File: src/rtl/g729_seq_pkg.sv
// Shared types and constants for the G.729 per-frame stage sequencer.
package g729_seq_pkg;

  typedef enum logic [2:0] {
    ST_IDLE   = 3'd0,
    ST_HOLD   = 3'd1,
    ST_ISSUE  = 3'd2,
    ST_WAIT   = 3'd3,
    ST_FINISH = 3'd4,
    ST_ERROR  = 3'd5
  } seq_state_e;

  localparam logic [3:0] STG_PREPROC  = 4'd0;
  localparam logic [3:0] STG_AUTOCORR = 4'd1;
  localparam logic [3:0] STG_LAG      = 4'd2;
  localparam logic [3:0] STG_LEVINSON = 4'd3;
  localparam logic [3:0] STG_AZ       = 4'd4;
  localparam logic [3:0] STG_QUA_LSP  = 4'd5;
  localparam logic [3:0] STG_INT_LPC  = 4'd6;
  localparam logic [3:0] STG_INT_QLPC = 4'd7;
  localparam logic [3:0] STG_MATH1    = 4'd8;

  localparam logic [1:0] ERR_NONE     = 2'd0;
  localparam logic [1:0] ERR_TIMEOUT  = 2'd1;
  localparam logic [1:0] ERR_SPURIOUS = 2'd2;
  localparam logic [1:0] ERR_DIVERR   = 2'd3;

endpackage

File: src/rtl/g729_stage_timer.sv
// Clearable saturating watchdog; o_expire flags the WAIT cycle whose increment reaches TIMEOUT_CYCLES.
module g729_stage_timer #(
  parameter int TIMEOUT_CYCLES = 65535
) (
  input  logic i_clk,
  input  logic i_rst,
  input  logic i_clear,
  input  logic i_en,
  output logic o_expire
);

  localparam int CNT_W = $clog2(TIMEOUT_CYCLES + 1);
  localparam logic [CNT_W-1:0] CNT_LAST = CNT_W'(TIMEOUT_CYCLES - 1);
  localparam logic [CNT_W-1:0] CNT_MAX  = CNT_W'(TIMEOUT_CYCLES);

  logic [CNT_W-1:0] r_cnt;

  always_ff @(posedge i_clk or posedge i_rst) begin
    if (i_rst) begin
      r_cnt <= '0;
    end else if (i_clear) begin
      r_cnt <= '0;
    end else if (i_en && (r_cnt != CNT_MAX)) begin
      r_cnt <= r_cnt + 1'b1;
    end
  end

  assign o_expire = i_en && ((r_cnt == CNT_LAST) || (r_cnt == CNT_MAX));

endmodule

File: src/rtl/g729_stage_sequencer.sv
// Issues one-cycle ready pulses to the nine encoder stages in order, owns the math-unit mux
// select, and aborts on divide error, out-of-order done or watchdog expiry.
module g729_stage_sequencer
  import g729_seq_pkg::*;
#(
  parameter int NUM_STAGES     = 9,
  parameter int TIMEOUT_CYCLES = 65535,
  parameter int MUXSEL_W       = 6
) (
  input  logic                  i_clock,
  input  logic                  i_reset,
  input  logic                  i_start,
  input  logic                  i_step_mode,
  input  logic                  i_step,
  input  logic                  i_div_err,
  input  logic [NUM_STAGES-1:0] i_stage_done,
  output logic [NUM_STAGES-1:0] o_stage_ready,
  output logic [MUXSEL_W-1:0]   o_math_mux_sel,
  output logic [3:0]            o_cur_stage,
  output logic                  o_busy,
  output logic                  o_stage_pulse,
  output logic                  o_frame_done,
  output logic                  o_error,
  output logic [1:0]            o_err_code,
  output logic [2:0]            o_dbg_state
);

  // Handshake: a stage owns the math unit from its ready pulse until the cycle its done is
  // accepted; exactly one done bit (the active stage's) is legal, and only while waiting.

  localparam logic [3:0] LAST_K = 4'(NUM_STAGES - 1);

  seq_state_e r_state, w_state_nxt;
  logic [3:0]            r_k, w_k_nxt;
  logic [1:0]            r_code, w_code_nxt;
  logic                  w_pulse;
  logic                  w_expire;
  logic [NUM_STAGES-1:0] w_k_onehot;
  logic [NUM_STAGES-1:0] w_nxt_onehot;

  logic [NUM_STAGES-1:0] r_stage_ready;
  logic [MUXSEL_W-1:0]   r_mux_sel;
  logic                  r_busy, r_stage_pulse, r_frame_done, r_error;

  g729_stage_timer #(.TIMEOUT_CYCLES(TIMEOUT_CYCLES)) u_timer (
    .i_clk    (i_clock),
    .i_rst    (i_reset),
    .i_clear  (r_state == ST_ISSUE),
    .i_en     (r_state == ST_WAIT),
    .o_expire (w_expire)
  );

  assign w_k_onehot   = {{(NUM_STAGES-1){1'b0}}, 1'b1} << r_k;
  assign w_nxt_onehot = {{(NUM_STAGES-1){1'b0}}, 1'b1} << w_k_nxt;

  always_comb begin
    w_state_nxt = r_state;
    w_k_nxt     = r_k;
    w_code_nxt  = r_code;
    w_pulse     = 1'b0;
    case (r_state)
      ST_IDLE: begin
        if (i_start) begin
          w_k_nxt     = STG_PREPROC;
          w_code_nxt  = ERR_NONE;
          w_state_nxt = i_step_mode ? ST_HOLD : ST_ISSUE;
        end
      end
      ST_HOLD: begin
        if (i_step || !i_step_mode) w_state_nxt = ST_ISSUE;
      end
      ST_ISSUE: w_state_nxt = ST_WAIT;
      ST_WAIT: begin
        if (i_div_err) begin
          w_state_nxt = ST_ERROR;
          w_code_nxt  = ERR_DIVERR;
        end else if ((i_stage_done & ~w_k_onehot) != '0) begin
          w_state_nxt = ST_ERROR;
          w_code_nxt  = ERR_SPURIOUS;
        end else if (w_expire) begin
          w_state_nxt = ST_ERROR;
          w_code_nxt  = ERR_TIMEOUT;
        end else if ((i_stage_done & w_k_onehot) != '0) begin
          w_pulse = 1'b1;
          if (r_k == LAST_K) begin
            w_state_nxt = ST_FINISH;
          end else begin
            w_k_nxt     = r_k + 4'd1;
            w_state_nxt = i_step_mode ? ST_HOLD : ST_ISSUE;
          end
        end
      end
      ST_FINISH: w_state_nxt = ST_IDLE;
      ST_ERROR: begin
        if (i_start) begin
          w_state_nxt = ST_IDLE;
          w_code_nxt  = ERR_NONE;
        end
      end
      default: w_state_nxt = ST_IDLE;
    endcase
  end

  // Outputs are decoded from the next state and registered alongside it.
  always_ff @(posedge i_clock or posedge i_reset) begin
    if (i_reset) begin
      r_state       <= ST_IDLE;
      r_k           <= STG_PREPROC;
      r_code        <= ERR_NONE;
      r_stage_ready <= '0;
      r_mux_sel     <= '0;
      r_busy        <= 1'b0;
      r_stage_pulse <= 1'b0;
      r_frame_done  <= 1'b0;
      r_error       <= 1'b0;
    end else begin
      r_state       <= w_state_nxt;
      r_k           <= w_k_nxt;
      r_code        <= w_code_nxt;
      r_stage_ready <= (w_state_nxt == ST_ISSUE) ? w_nxt_onehot : '0;
      r_mux_sel     <= ((w_state_nxt == ST_ISSUE) || (w_state_nxt == ST_WAIT)) ?
                       (MUXSEL_W'(w_k_nxt) + MUXSEL_W'(1)) : '0;
      r_busy        <= (w_state_nxt == ST_HOLD) || (w_state_nxt == ST_ISSUE) ||
                       (w_state_nxt == ST_WAIT) || (w_state_nxt == ST_FINISH);
      r_stage_pulse <= w_pulse;
      r_frame_done  <= (w_state_nxt == ST_FINISH);
      r_error       <= (w_state_nxt == ST_ERROR);
    end
  end

  assign o_stage_ready  = r_stage_ready;
  assign o_math_mux_sel = r_mux_sel;
  assign o_cur_stage    = r_k;
  assign o_busy         = r_busy;
  assign o_stage_pulse  = r_stage_pulse;
  assign o_frame_done   = r_frame_done;
  assign o_error        = r_error;
  assign o_err_code     = r_code;
  assign o_dbg_state    = r_state;

endmodule

File: config.mk
export PLATFORM = sky130hd
export DESIGN_NAME = g729_stage_sequencer
export DESIGN_NICKNAME = d
export VERILOG_FILES = /design/src/rtl/g729_seq_pkg.sv /design/src/rtl/g729_stage_timer.sv /design/src/rtl/g729_stage_sequencer.sv
export SDC_FILE = /design/constraint.sdc
export NUM_CORES = 1
export LEC_CHECK = 0
export CAP_MARGIN = 10
export CORE_MARGIN = 10
export CORE_UTILIZATION = 23
export DETAILED_ROUTE_END_ITERATION = 16
export SYNTH_ARGS = -nofsm -noshare
export SYNTH_HDL_FRONTEND = slang
export SYNTH_SLANG_ARGS = --single-unit
File: constraint.sdc
create_clock -name i_clock -period 2.9 [get_ports i_clock]
set_input_delay 0.29 -clock i_clock [delete_from_list [all_inputs] [get_ports i_clock]]
set_output_delay 0.29 -clock i_clock [all_outputs]
set_load 0.005 [all_outputs]
==> results.sh <==
export IMPL_gp_congestion=0.8351
export IMPL_layout_common_cells="clkdlybuf4s50_1 (41), dfrtp_1 (39), nor2_1 (28), buf_4 (28), nand2_1 (17)"
export IMPL_htreeDepth=2
export IMPL_synth_cell_types=59
export IMPL_cts_buffer_depth=2
export IMPL_synthArstFlopShare=1.000
export IMPL_syn_inst=263
export IMPL_dp_cells=461
export IMPL_grt_pass1_vias=2236
export IMPL_crit_path_top_delay_cell="or4_4"
export IMPL_syn_area_um2=2559
export IMPL_drt_first_pass_iters=4
export IMPL_p_per_area_nw_per_um2=583.5
export IMPL_grt_util_all_layers=0.08378
export IMPL_ant_nets=0
export IMPL_rsz0062_at_grt="yes"
export IMPL_crit_fanout=5
export IMPL_synth_flop_cell="dfrtp_1"
export IMPL_path_cells="inv_4 > ha_4 > and3b_1 > a211oi_2 > nor4_4 > o2111ai_2 > or4_4 > buf_6 > a311oi_2 > mux2i_1"
export IMPL_clk_pin_slew_ps=90
export IMPL_relSlewSlack=0.6377
export IMPL_core_um2=10890
export IMPL_initial_core_util=0.2350
export IMPL_yosys_warnings=0
export IMPL_die_area_um2=15740
export IMPL_root_buffer="clkbuf_8"
export IMPL_fill_cells=1079
export IMPL_vias=2186
export IMPL_stdcell_count=474
export IMPL_slew_viol_final=0
export IMPL_drtIter0Drc=154
export IMPL_tns_ps=0
export IMPL_wire_per_inst_um=14.27
export IMPL_synth_nets=292
export IMPL_overflow=0
export IMPL_fin_crit_sh=0.9839
export IMPL_power_leakage_nw=1.577
export IMPL_numCtsBuffers=5
export IMPL_crit_family="simple AND/OR/NAND/NOR gates"
export IMPL_io_pins=43
export IMPL_areaGrowthSynthToFinish_pct=42.89
export IMPL_wl_um=6765
export IMPL_synth_seq_area_share=0.4205
export IMPL_cap_violations=0
export IMPL_final_common_cell="clkdlybuf4s50_1"
export IMPL_critical_path_buf_inv_count=2
export IMPL_grt_max_degree=44
export IMPL_r2r_cells=10
export IMPL_startpoint_type="flip-flop"
export IMPL_n_antenna_cell=0
export IMPL_antenna_found_initial=0
export IMPL_worst_pin_slew_ps=543.5
export IMPL_drcViolationCount=0
export IMPL_finClkSkew_ps=6.564
export IMPL_clk_latency_ps=300
export IMPL_avgSynthCellArea_um2=9.729
export IMPL_cp_arrival_ps=3080
export IMPL_dpl_hpwl_um=5097
export IMPL_fin_nets=362
export IMPL_finalSetupViolCount=0
export IMPL_cts_tree="built"
export IMPL_io_buffers=41
export IMPL_cp_slowest_stage_delay_ps=610
export IMPL_ir_worst_vdd_mv=0.3205
export IMPL_cp_end_kind="flip-flop"
export IMPL_grt_pass1_wl_um=11270
export IMPL_critPathRequiredTime_ps=3130
export IMPL_hp_class="input port to asynchronous set/reset pin"
export IMPL_viasPerCell=4.612
export IMPL_status="completed"
export IMPL_fp_row_count=38
export IMPL_period_needed_ps=2853
export IMPL_finalHoldViolCount=0
export IMPL_synth_seq_cells=43
export IMPL_critical_path_depth=10
export IMPL_die_w_um=125.5
export IMPL_die_h_um=125.5
export IMPL_drive_gt1_frac=0.2545
export IMPL_synth_edff_count=0
export IMPL_critPathKind="flip-flop to flip-flop"
export IMPL_cts_sinks=43
export IMPL_fmax_mhz=350.5
[Yosys cell counts, types with 6 or more instances]
library cell,n,area share
dfrtp_1,43,0.42
inv_1,17,0.025
nand2b_1,8,0.020
nand3_1,9,0.018
nand2_1,17,0.025
nor2_1,29,0.043
o21ai_0,15,0.029
a21oi_1,11,0.022
and3_1,6,0.015
xor2_1,8,0.027
ha_1,14,0.068
[routing by layer]
metal | share of wire | global-route usage
met5 | 0 | 0
met1 | 0.43 | 0.09420
met3 | 0.031 | 0.02112
met2 | 0.52 | 0.1544
met4 | 0.0096 | 0.01829
[metrics by stage]
step	cell area (um2)	total power [mW]	worst slack (ps)	util	hold slack, ps
after floorplan	2559	1.257	7.918	-	505.4
after global routing	3656	2.288	-63.98	0.3358	478.0
after global placement	3289	1.568	2.143	0.3021	526.2
after CTS	3426	2.150	10.45	0.3146	448.8
after detailed placement	3289	1.575	-48.96	0.3021	535.5
final	3656	2.133	46.70	0.3358	422.2
[timing repair]
| item | in CTS | in global routing |
|---|---|---|
| gates resized for setup | 0 | 40 |
| hold buffers | 0 | 0 |
| endpoints found under the setup margin | 0 | 13 |
| setup buffers | 0 | 5 |
[worst paths after layout]
path / start / to / slack [ps]
worst max-delay path: o_cur_stage[0]$_DFF_PP0_ / o_math_mux_sel[3]$_DFF_PP0_ / 50
worst min-delay path: i_reset / u_timer.r_cnt[11]$_DFFE_PP0P_ / 420
worst max register to register: o_cur_stage[0]$_DFF_PP0_ / o_math_mux_sel[3]$_DFF_PP0_ / 50
worst min register to register: o_err_code[1]$_DFFE_PP0P_ / o_err_code[1]$_DFFE_PP0P_ / 550
max in group asynchronous: i_reset / o_cur_stage[0]$_DFF_PP0_ / 2070
min in group i_clock: o_err_code[1]$_DFFE_PP0P_ / o_err_code[1]$_DFFE_PP0P_ / 550
[power breakdown]
| part | internal (mW) | leakage [nW] | switching, mW |
|---|---|---|---|
| registers | 0.680 | 0.577 | 0.0707 |
| logic | 0.357 | 0.936 | 0.464 |
| clock network | 0.343 | 0.0644 | 0.218 |
| total | 1.38 | 1.58 | 0.753 |
[layout make-up]
class                   instances  area [um2]  area share
flip-flops and latches         43        1081      0.2957
clock buffers                   5       68.82     0.01882
repair buffers                 73       665.6      0.1821
inverters                      20       82.58     0.02259
multi-input cells             190        1515      0.4144
clock inverters                 3       67.56     0.01848
well taps                     140       175.2     0.04791
[sequential cells by signal (all words and copies together) (netlist names)]
signal / flops
o_math_mux_sel: 5
o_cur_stage: 4
o_stage_ready: 9
o_dbg_state: 3
o_stage_pulse: 1
u_timer.r_cnt: 16
o_busy: 1
o_error: 1
o_err_code: 2
o_frame_done: 1
[worst reg2reg max path: stages, from the launching register on]
cell	delay [ps]
dfrtp_2	470
inv_4	100
ha_4	160
and3b_1	210
a211oi_2	100
nor4_4	310
o2111ai_2	210
or4_4	610
buf_6	140
a311oi_2	260
mux2i_1	220
[logic make-up after synthesis]
group | count (synthesis) | synth area share
AOI/OAI and AO/OA | 59 | 0.1795
xor gates and xnor gates | 9 | 0.03081
adders and majority gates | 14 | 0.06846
buffers and inverters | 30 | 0.05183
DFF | 43 | 0.4205
muxes | 2 | 0.007824
other | 1 | 0.001466
and+or+nand+nor | 105 | 0.2396
Note: power is estimated with default switching activity, not from simulation.
